`config.mk`:
```
export PLATFORM = sky130hd
export DESIGN_NAME = top_result_accumulator
export DESIGN_NICKNAME = d
export VERILOG_FILES = /design/src/rtl/top_result_accumulator.sv
export SDC_FILE = /design/constraint.sdc
export NUM_CORES = 1
export LEC_CHECK = 0
export CAP_MARGIN = 20
export CORE_MARGIN = 5
export CORE_UTILIZATION = 45
export DETAILED_ROUTE_END_ITERATION = 7
export PLACE_DENSITY = 0.74
export RECOVER_POWER = 50
export SYNTH_ARGS = -nofsm -noshare
export SYNTH_HDL_FRONTEND = slang
export SYNTH_SLANG_ARGS = --single-unit
```
`constraint.sdc`:
```
create_clock -name clock -period 2.5 [get_ports clock]
set_input_delay 0.5 -clock clock [delete_from_list [all_inputs] [get_ports clock]]
set_output_delay 0.5 -clock clock [all_outputs]
set_load 0.01 [all_outputs]
```
`src/rtl/top_result_accumulator.sv`:
```
// Result-stream accumulator: folds a configured number of pipeline result words
// into per-top totals and hands out one totals record per top.
module top_result_accumulator #(
    parameter int unsigned SUM_WIDTH    = 64,
    parameter int unsigned PCOEFF_WIDTH = 40,
    parameter int unsigned COUNT_WIDTH  = 32
) (
    input  logic                    clock,
    input  logic                    resetn,
    input  logic                    cfgValid,
    output logic                    cfgReady,
    input  logic [COUNT_WIDTH-1:0]  cfgCount,
    input  logic                    resValid,
    output logic                    resReady,
    input  logic [63:0]             resData,
    output logic                    outValid,
    input  logic                    outReady,
    output logic [SUM_WIDTH-1:0]    outSum,
    output logic [PCOEFF_WIDTH-1:0] outPcoeffCount,
    output logic [COUNT_WIDTH-1:0]  outResultCount,
    output logic [22:0]             outElapsed,
    output logic                    outOverflow
);
    localparam int unsigned STAMP_WIDTH  = 23;
    localparam int unsigned SUMMED_WIDTH = 38;
    localparam int unsigned PC_IN_WIDTH  = 3;
    localparam int unsigned SUM_EXT      = SUM_WIDTH + 1;
    localparam int unsigned PC_EXT       = PCOEFF_WIDTH + 1;

    typedef enum logic [1:0] {
        IDLE  = 2'd0,
        ACCUM = 2'd1,
        DONE  = 2'd2
    } state_t;

    state_t state;
    state_t state_next;

    logic [STAMP_WIDTH-1:0]  res_stamp;
    logic [PC_IN_WIDTH-1:0]  res_pcoeff;
    logic [SUMMED_WIDTH-1:0] res_summed;
    logic [COUNT_WIDTH-1:0]  remaining;
    logic [STAMP_WIDTH-1:0]  first_stamp;
    logic                    first_flag;
    logic                    cfg_fire;
    logic                    res_fire;
    logic                    last_word;
    logic [SUM_EXT-1:0]      sum_wide;
    logic [PC_EXT-1:0]       pc_wide;

    assign res_stamp  = resData[63:41];
    assign res_pcoeff = resData[40:38];
    assign res_summed = resData[37:0];

    assign cfg_fire  = cfgValid && cfgReady;
    assign res_fire  = resValid && resReady;
    assign last_word = (remaining == COUNT_WIDTH'(1));

    // One extra bit on each adder exposes the carry-out that feeds the sticky overflow.
    assign sum_wide = {1'b0, outSum} + SUM_EXT'(res_summed);
    assign pc_wide  = {1'b0, outPcoeffCount} + PC_EXT'(res_pcoeff);

    always_ff @(posedge clock or negedge resetn) begin
        if (!resetn) begin
            state <= IDLE;
        end else begin
            state <= state_next;
        end
    end

    always_comb begin
        state_next = state;
        case (state)
            IDLE:    if (cfgValid) state_next = (cfgCount == '0) ? DONE : ACCUM;
            ACCUM:   if (resValid && last_word) state_next = DONE;
            DONE:    if (outReady) state_next = IDLE;
            default: state_next = IDLE;
        endcase
    end

    always_comb begin
        cfgReady = 1'b0;
        resReady = 1'b0;
        outValid = 1'b0;
        case (state)
            IDLE:    cfgReady = 1'b1;
            ACCUM:   resReady = 1'b1;
            DONE:    outValid = 1'b1;
            default: ;
        endcase
    end

    // Running totals double as the output record; they hold until the next job clears them.
    always_ff @(posedge clock or negedge resetn) begin
        if (!resetn) begin
            remaining      <= '0;
            first_flag     <= 1'b0;
            first_stamp    <= '0;
            outSum         <= '0;
            outPcoeffCount <= '0;
            outResultCount <= '0;
            outElapsed     <= '0;
            outOverflow    <= 1'b0;
        end else if (cfg_fire) begin
            remaining      <= cfgCount;
            first_flag     <= 1'b1;
            first_stamp    <= '0;
            outSum         <= '0;
            outPcoeffCount <= '0;
            outResultCount <= '0;
            outElapsed     <= '0;
            outOverflow    <= 1'b0;
        end else if (res_fire) begin
            remaining      <= remaining - COUNT_WIDTH'(1);
            first_flag     <= 1'b0;
            outSum         <= sum_wide[SUM_WIDTH-1:0];
            outPcoeffCount <= pc_wide[PCOEFF_WIDTH-1:0];
            outResultCount <= outResultCount + COUNT_WIDTH'(1);
            outOverflow    <= outOverflow | sum_wide[SUM_WIDTH] | pc_wide[PCOEFF_WIDTH];
            if (first_flag) begin
                first_stamp <= res_stamp;
                outElapsed  <= '0;
            end else begin
                outElapsed  <= res_stamp - first_stamp;
            end
        end
    end

endmodule
```
Word level (Yosys, flattened, before mapping)

Cells that the tools add are included.

Bitwise operators: 2
Reductions and logical operators: 9
Add/sub/neg operators: 5
Eq/ne operators: 6
Multiplexer cells: 26

Operators with widths:

| cell                  | count |
|---|---|
| $mux 23               | 6 |
| $mux 32               | 4 |
| $mux 64               | 2 |
| $mux 40               | 2 |
| $add 64x38->65        | 1 |
| $add 40x3->41         | 1 |
| $add 32x1->32 const B | 1 |
| $eq 32x1->1 const B   | 1 |
| $logic_not 32->1      | 1 |
| $sub 32x1->32 const B | 1 |
| $sub 23x23->23        | 1 |
| $mux 2                | 4 |
| $mux 1                | 7 |
| $ne 2x2->1 const B    | 3 |
| $pmux 2 s3            | 1 |
| $reduce_bool 2->1     | 2 |
| $logic_and 1x1->1     | 3 |
| $reduce_and 3->1      | 1 |
| $eq 2x1->1 const B    | 1 |
| $eq 2x2->1 const B    | 1 |
| $logic_not 2->1       | 1 |
| $or 1x1->1            | 2 |
| $reduce_and 2->1      | 1 |

Bits of input ports: 101
Output and inout bits: 163
Flip-flop bits (word level): 218
Logic and storage cells: 57

Depth between registers and ports, before layout

Gate-level depths: netlist of run 1.

Word-level depth: 5
Gate-level depth with buffers: 13
Mapped depth without buffers: 13

Least setup slack after synthesis of run 1

No wires, ideal clock.

Path kind: in2reg
Start point: input port resData[41]
End point: register outElapsed[16]
Required time: 2.367 ns
Path slack: -0.438 ns
Cell stages on the path: 13
Setup time: 0.133 ns
Arrival time: 2.805 ns
Buffers on the path: 0
Cells stage by stage: inv_1 > ha_1 > inv_1 > fa_1 > a21oi_1 > o2111ai_1 > a41oi_1 > o311a_1 > nand2b_1 > a2111oi_0 > nor3_1 > xnor2_1 > o21ai_0

Longest elaborated chain between the ends: 4

RTL lines:

| element                | RTL line | text |
|---|---|---|
| start: declaration     | 15       | `input logic [63:0] resData,` |
| $sub 23x23->23         | 124      | `outElapsed <= res_stamp - first_stamp;` |
| $mux 23                | 120      | `if (first_flag) begin` |
| $mux 23                | 113      | `end else if (res_fire) begin` |
| $mux 23                | 104      | `end else if (cfg_fire) begin` |
| end signal: assignment | 124      |  |
| end: declaration       | 21       | `output logic [22:0] outElapsed,` |

Every way passes these cells. The select of a mux whose other input is x is not followed.
A chain may end at the register's enable or synchronous reset.

Worst setup path in the final report of run 1

Start point: register outSum[28]
End point: register outSum[58]

Longest elaborated chain between the ends: 3

RTL lines:

| element                  | RTL line | text |
|---|---|---|
| start: declaration       | 18       | `output logic [SUM_WIDTH-1:0] outSum,` |
| start signal: assignment | 116      | `outSum <= sum_wide[SUM_WIDTH-1:0];` |
| $add 64x38->65           | 60       | `assign sum_wide = {1'b0, outSum} + SUM_EXT'(res_summed);` |
| $mux 64                  | 113      |  |
| $mux 64                  | 104      |  |

Every way passes these cells. The select of a mux whose other input is x is not followed.

==> results of run 1 <==
## Yosys cell counts (all sizes together) (8+ instances only)
cell type / count
a21o: 26
a21oi: 82
a221o: 23
a22o: 34
and3: 19
and4: 10
buf: 16
clkbuf: 45
dfrtp: 218
ha: 66
inv: 48
nand2: 157
nand2b: 10
nand3: 50
nand4: 42
nor2: 152
nor2b: 8
nor3: 45
nor4: 31
o21ai: 113
o21bai: 11
or3: 21
xnor2: 68
xor2: 62
## kinds of logic after synthesis
family	after synthesis
flops	218
xor+xnor	130
buf+inv	109
fa+ha+maj	69
simple gates	567
mux	1
compound gates	352
## metal layers
| metal | track usage, % | vias up | part of all wire (%) |
|---|---|---|---|
| li1 | - | 6314 | - |
| met1 | 34.2 | 6548 | 41 |
| met2 | 43.1 | 536 | 48 |
| met3 | 5.17 | 127 | 6.8 |
| met4 | 10.4 | 0 | 4.6 |
| met5 | 0 | - | 0 |
## layout make-up
type	count	area share [%]
clock inverters	7	0.428
inverters	48	0.941
diodes	2	0.0244
well taps	384	2.35
flip-flops and latches	218	26.6
clock buffers	43	4.05
repair buffers	569	25.1
multi-input cells	1119	40.4
## metrics by stage
stage | setup TNS, ns | utilization [%] | std cells
6_report | -7.55 | 71.5 | 2390
5_1_grt | -14.58 | 71.5 | 2390
4_1_cts | -4.54 | 69.1 | 2360
3_5_place_dp | -55.51 | 63.5 | 2288
3_3_place_gp | -51.87 | 63.5 | 2288
2_1_floorplan | -3.21 | - | 1446
## worst paths after layout
path,slack (ns),endpoint,depth (start not counted)
worst min-delay path,0.30,first_stamp[2]$_DFFE_PN0P_,2
worst min register to register,0.47,outElapsed[8]$_DFFE_PN0P_,2
min in group asynchronous,0.73,first_stamp[5]$_DFFE_PN0P_,2
worst max register to register,-0.27,outSum[58]$_DFFE_PN0P_,11
max in group asynchronous,0.44,outPcoeffCount[2]$_DFFE_PN0P_,3
worst max-delay path,-0.27,outSum[58]$_DFFE_PN0P_,11
## worst max-delay path, stage by stage, from the launching register on
cell	delay, ns
dfrtp_1	0.38
ha_1	0.31
nand4_1	0.16
or3_1	0.45
o32ai_2	0.31
a31oi_2	0.09
a21o_1	0.27
buf_12	0.17
buf_8	0.13
nor3_4	0.16
xnor2_2	0.15
nor2_1	0.06
## report_power, final
| group | total (µW) | leakage [µW] | internal, µW | switching [µW] |
|---|---|---|---|---|
| registers | 5160 | 0.00293 | 4410 | 753 |
| clock network | 4010 | 0.000448 | 2470 | 1540 |
| logic | 11800 | 0.00583 | 5810 | 5950 |
| total | 20900 | 0.00921 | 12700 | 8240 |
## registers in the layout, summed over array words and instances (netlist names)
| register | count |
|---|---|
| remaining | 32 |
| outOverflow | 1 |
| outSum | 64 |
| state | 2 |
| outResultCount | 32 |
| first_flag | 1 |
| outElapsed | 23 |
| outPcoeffCount | 40 |
| first_stamp | 23 |
## what timing repair did
action | in CTS | in global routing
gates resized for setup | 100 | 128
cloned | 0 | 1
hold buffers | 1 | 0
setup buffers | 22 | 30
pin swaps | 58 | 100
setup endpoints to repair | 61 | 71
hold endpoints to repair | 68 | 0
==> impl_metrics.tcl, run 1 <==
set metrics [dict create \
    outcome "finished with violations" \
    failed_checks "setup timing" \
    fin_crit_ns 2.77 \
    leakage_uw 0.00921 \
    grt_antenna_before_repair 2 \
    seq_area_mm2 0.00546 \
    fp.dieH_um 180 \
    synth_area_mm2 0.0130 \
    final_common_cell "buf_4" \
    grt_pass1_vias 13675 \
    finalHoldViolCount 0 \
    tightest_slew_ns 1.12 \
    ioPinCount 264 \
    numPortBuffers 263 \
    wl_per_cell_um 19.0 \
    synth_top_family_by_area "simple AND/OR/NAND/NOR gates" \
    slew_headroom_pct 25.1 \
    multi_input_area_mm2 0.00828 \
    gp_congestion 0.930 \
    clk_latency_ns 0.54 \
    syn_nets 1616 \
    synth_top_area_share_pct 41.9 \
    cts_buffers 28 \
    timing.hold.ws_ns 0.304 \
    clkSinkCount 218 \
    synth_seq_cells 218 \
    initial_utilization_pct 45.4 \
    yosys.cell_types.count 75 \
    grt_pass1_wl_mm 71.4 \
    drc 0 \
    slew_violations 0 \
    end_kind "flip-flop" \
    stdcell_area_mm2 0.0205 \
    ys.flop_type "dfrtp_1" \
    cts_root_buffer "clkbuf_16" \
    synthTopCellsByArea "dfrtp_1 (42%), ha_1 (6.3%), xnor2_1 (4.6%), nand2_1 (4.5%), nor2_1 (4.4%)" \
    clock.fmax_mhz 362 \
    avgViaCountPerCell 5.66 \
    synth_fa_ha_area_share_pct 6.81 \
    grt_overflow 0 \
    synthMuxAreaShare_pct 0.0770 \
    synth_warnings 0 \
    ir_drop_mv 0.725 \
    first_iter_violations 1005 \
    synth-xor-area-share_pct 8.75 \
    htree_levels 1 \
    yosys.area.top_type "dfrtp_1" \
    p_per_area_mw_per_mm2 1020 \
    grt_usage_pct 26.2 \
    critPathLaunch "outSum[28]$_DFFE_PN0P_" \
    synth-edff-count 0 \
    cts_tree "yes" \
    rsz0062_at_grt "true" \
    period_share_pct 111 \
    dp_hpwl_mm 30.5 \
    drv_cap 0 \
    path_max_fanout 6 \
    wl_mm 45.4 \
    ant_nets 0 \
    setup_viol 57 \
    via_count 13525 \
    dieArea_mm2 0.0324 \
    hp-class "in -> reg" \
    syn_avg_cell_area_um2 8.99 \
    drive_gt1_share_pct 25.0 \
    drt-pass1-iter-count 5 \
    synth_compound_area_share_pct 17.8 \
    syn_inst 1446 \
    design.core.area_mm2 0.0286 \
    area_growth_pct 57.4 \
    synthSimpleGateAreaFrac_pct 21.4 \
    critPathKind "reg -> reg" \
    crit_arrival_ns 3.17 \
    grt_max_degree 76 \
    final_net_count 2154 \
    critPathRequiredTime_ns 2.91 \
    power.total_uw 20900 \
    ys_seq_area_share_pct 41.9 \
    dieWidth_um 180 \
    fill_cells 2028 \
    final_cell_mix "buf_4 (252), clkdlybuf4s50_1 (231), dfrtp_1 (218)" \
    rows 62 \
    worst_slack_ns -0.266 \
    path_clk_slew_ns 0.06 \
    cp-start-kind "flip-flop" \
    skew_ns 0.00925 \
    ys_async_sr_fraction_pct 100 \
    reg2reg_from "outSum[28]$_DFFE_PN0P_" \
    pre_cts_slack_ns -1.04 \
    clock_path_buffers 3 \
    worstHoldStart "resData[43]" \
    place_area_mm2 0.0182 \
]
(Power assumes the default switching activity.)
==> run 2: changes to the inputs <==
- ABC_AREA: not set -> 1
- PLACE_DENSITY: 0.74 -> 0.72
==> run 2 against run 1 <==
Effect of this change: the run ends with capacitance limit, slew limit left; routed wire length grew 26%; register-to-register slack better by 0.41 ns; sequential share of layout area down 1.4 points; core utilization down 10 points; count of clock-buffer cells in the layout shrank 1; final cell count increased by 42%; non-clock buffer count fell by 96; critical path type is now in -> reg; largest power group unchanged.
==> impl_metrics.tcl, run 2 <==
set metrics [dict create \
    grt_overflow 0 \
    tightest_slew_ns 1.95 \
    synth_warnings 0 \
    rsz0062_at_grt "true" \
    synthTopCellsByArea "dfrtp_1 (34%), nand2_1 (18%), inv_1 (8.6%), nor2_1 (5.9%), nand3_1 (5.3%)" \
    ant_nets 0 \
    crit_arrival_ns 2.84 \
    critPathRequiredTime_ns 2.94 \
    synth-edff-count 0 \
    grt_pass1_vias 17380 \
    yosys.cell_types.count 50 \
    setup_tns_ns 0 \
    ys_async_sr_fraction_pct 100 \
    clock.fmax_mhz 416 \
    place_area_mm2 0.0207 \
    failed_checks "capacitance limit, slew limit" \
    yosys.area.top_type "dfrtp_1" \
    path_max_fanout 4 \
    via_count 17872 \
    synth_top_cells_by_count "nand2_1 (777), inv_1 (365), nor2_1 (253)" \
    clk_latency_ns 0.57 \
    skew_ns 0.0186 \
    wl_per_cell_um 16.9 \
    grt_max_degree 64 \
    drv_cap 1 \
    rows 69 \
    ys_seq_area_share_pct 34.1 \
    fp.dieH_um 199 \
    hp-class "reg -> reg" \
    synth_area_mm2 0.0160 \
    setup_viol 0 \
    fin_crit_ns 2.40 \
    grt_pass1_wl_mm 90.8 \
    slew_violations 62 \
    swShare_pct 43.6 \
    drive_gt1_share_pct 10.4 \
    syn_nets 2627 \
    final_net_count 3083 \
    p_per_area_mw_per_mm2 943 \
    yosysMostFrequentCell "nand2_1" \
    cp_cell_sequence "clkdlybuf4s50_1 -> ha_1 -> nand2_1 -> nor2_1 -> nand3_1 -> nand3_1 -> nand2_1 -> nand3_1 -> nand2_2 -> nand2_1 -> nand3_1 -> nand2_1 -> nor2_1" \
    syn_inst 2457 \
    syn_avg_cell_area_um2 6.52 \
    regMostFlops "outSum" \
    initial_utilization_pct 45.4 \
    drc 0 \
    cts_tree "yes" \
    dieArea_mm2 0.0395 \
    final-instance-count-excl-fill 3396 \
    dp.cells 3343 \
    grt_usage_pct 28.4 \
    power_frac_comb_pct 54.7 \
    end_kind "flip-flop" \
    area_growth_pct 34.8 \
    timing.hold.ws_ns 0.483 \
    avgViaCountPerCell 5.26 \
    first_iter_violations 1265 \
    design.core.area_mm2 0.0353 \
    largest_register_ffs 64 \
    dp_hpwl_mm 44.9 \
    reg_top3 "outSum (64), outPcoeffCount (40)" \
    synth_seq_cells 218 \
    final_cell_mix "nand2_1 (775), inv_1 (366), clkdlybuf4s50_1 (262)" \
    intPower_uw 11500 \
    synth_top_area_share_pct 34.1 \
    ir_drop_mv 0.610 \
    power.switching_uw 8880 \
    cts_buffers 28 \
    ioPinCount 264 \
    leakage_uw 0.0107 \
    p_seq_share_pct 25.7 \
    numPortBuffers 263 \
    gp_congestion 1.03 \
    path_clk_slew_ns 0.06 \
    dieWidth_um 199 \
    power_frac_clock_pct 19.6 \
    slowest_stage "clkdlybuf4s50_1" \
    drt-pass1-iter-count 6 \
    slew_headroom_pct -29.9 \
    finalHoldViolCount 0 \
    cts_root_buffer "clkbuf_16" \
    grt_antenna_before_repair 2 \
    ys.flop_type "dfrtp_1" \
    wl_mm 57.4 \
    power.total_uw 20400 \
    fill_cells 3322 \
    clock_path_buffers 3 \
    outcome "finished with violations" \
    critPathKind "in -> reg" \
    cp-start-kind "input port" \
    max_stage_delay_ns 0.54 \
    stdcell_area_mm2 0.0216 \
    final_common_cell "nand2_1" \
    clkSinkCount 218 \
    htree_levels 1 \
    period_share_pct 96.1 \
    post_cts_buffers 0 \
]
## run 2: cell types whose count changed after synthesis, moves of 19 or more
cell      delta
inv_1      +317
a21oi_1     +63
a22o_1      -29
nand2_1    +620
and3_1      -19
nor2_1     +102
clkbuf_1    -22
nand3_1    +120
a21o_1      -23
or3_1       -20
a221o_1     -23
xor2_1      -37
xnor2_1     -56
## run 2: path summary, 6_finish.rpt
check | cells past startpoint | start | endpoint | slack [ns]
max | 13 | resData[6] | outSum[41]$_DFFE_PN0P_ | 0.1
min | 2 | outElapsed[9]$_DFFE_PN0P_ | outElapsed[9]$_DFFE_PN0P_ | 0.48
max reg2reg | 7 | state[1]$_DFFE_PN0P_ | remaining[30]$_DFFE_PN0P_ | 0.14
min reg2reg | 2 | outElapsed[9]$_DFFE_PN0P_ | outElapsed[9]$_DFFE_PN0P_ | 0.48
max in group asynchronous | 2 | resetn | outSum[55]$_DFFE_PN0P_ | 0.30
min in group asynchronous | 2 | resetn | outSum[23]$_DFFE_PN0P_ | 0.99
## run 2: layout make-up
class,instances,area [µm²],area share [%]
multi-input combinational,1820,8990,41.6
clock buffer,42,815,3.77
sequential,218,5460,25.3
timing repair buffer,473,4290,19.8
antenna,2,5.00,0.0232
clock inverter,8,68.8,0.319
inverter,372,1400,6.47
tap,461,577,2.67
## run 2: critical path, delay by kind of cell
| kind | cells | cell delay, ns |
|---|---|---|
| adder cells (fa/ha/maj) | 1 | 0.40 |
| buffers and inverters | 1 | 0.54 |
| AND/OR/NAND/NOR | 11 | 1.38 |
## run 2: metal layers
| layer | vias up | share of wire (%) | global-route usage (%) |
|---|---|---|---|
| li1 | 8818 | - | - |
| met1 | 8333 | 42 | 37.2 |
| met2 | 621 | 48 | 48.8 |
| met3 | 100 | 6.1 | 3.44 |
| met4 | 0 | 3.5 | 9.68 |
| met5 | - | 0 | 0 |
## run 2: power by group through the flow
stage / clock network, µW / logic (µW) / registers (µW)
after detailed placement: 0 / 11000 / 5280
after CTS: 4040 / 11100 / 5230
after global routing: 4180 / 12400 / 5340
final: 3990 / 11100 / 5240
after global placement: 0 / 10900 / 5250
after floorplan: 0 / 5950 / 5280
## run 2: repair_timing
item                       in CTS  in global routing
gates resized for setup         0                  9
setup endpoints to repair       0                 17
hold buffers                    1                  0
hold endpoints to repair       57                  0
## run 2: cell families after synthesis
| kind of cell | after synthesis | synth area share [%] |
|---|---|---|
| DFF | 218 | 34.1 |
| buffers and inverters | 419 | 10.0 |
| xor gates and xnor gates | 37 | 2.02 |
| and+or+nand+nor | 1365 | 36.3 |
| AOI/OAI and AO/OA | 349 | 12.0 |
| adders and majority gates | 69 | 5.53 |
## run 2: stage by stage
stage          util, %  setup slack (ns)
2_1_floorplan        -             0.260
4_1_cts           61.2            0.0840
6_report          61.2            0.0978
5_1_grt           61.2           -0.0451
3_5_place_dp      58.6            -0.513
3_3_place_gp      58.6            -0.398
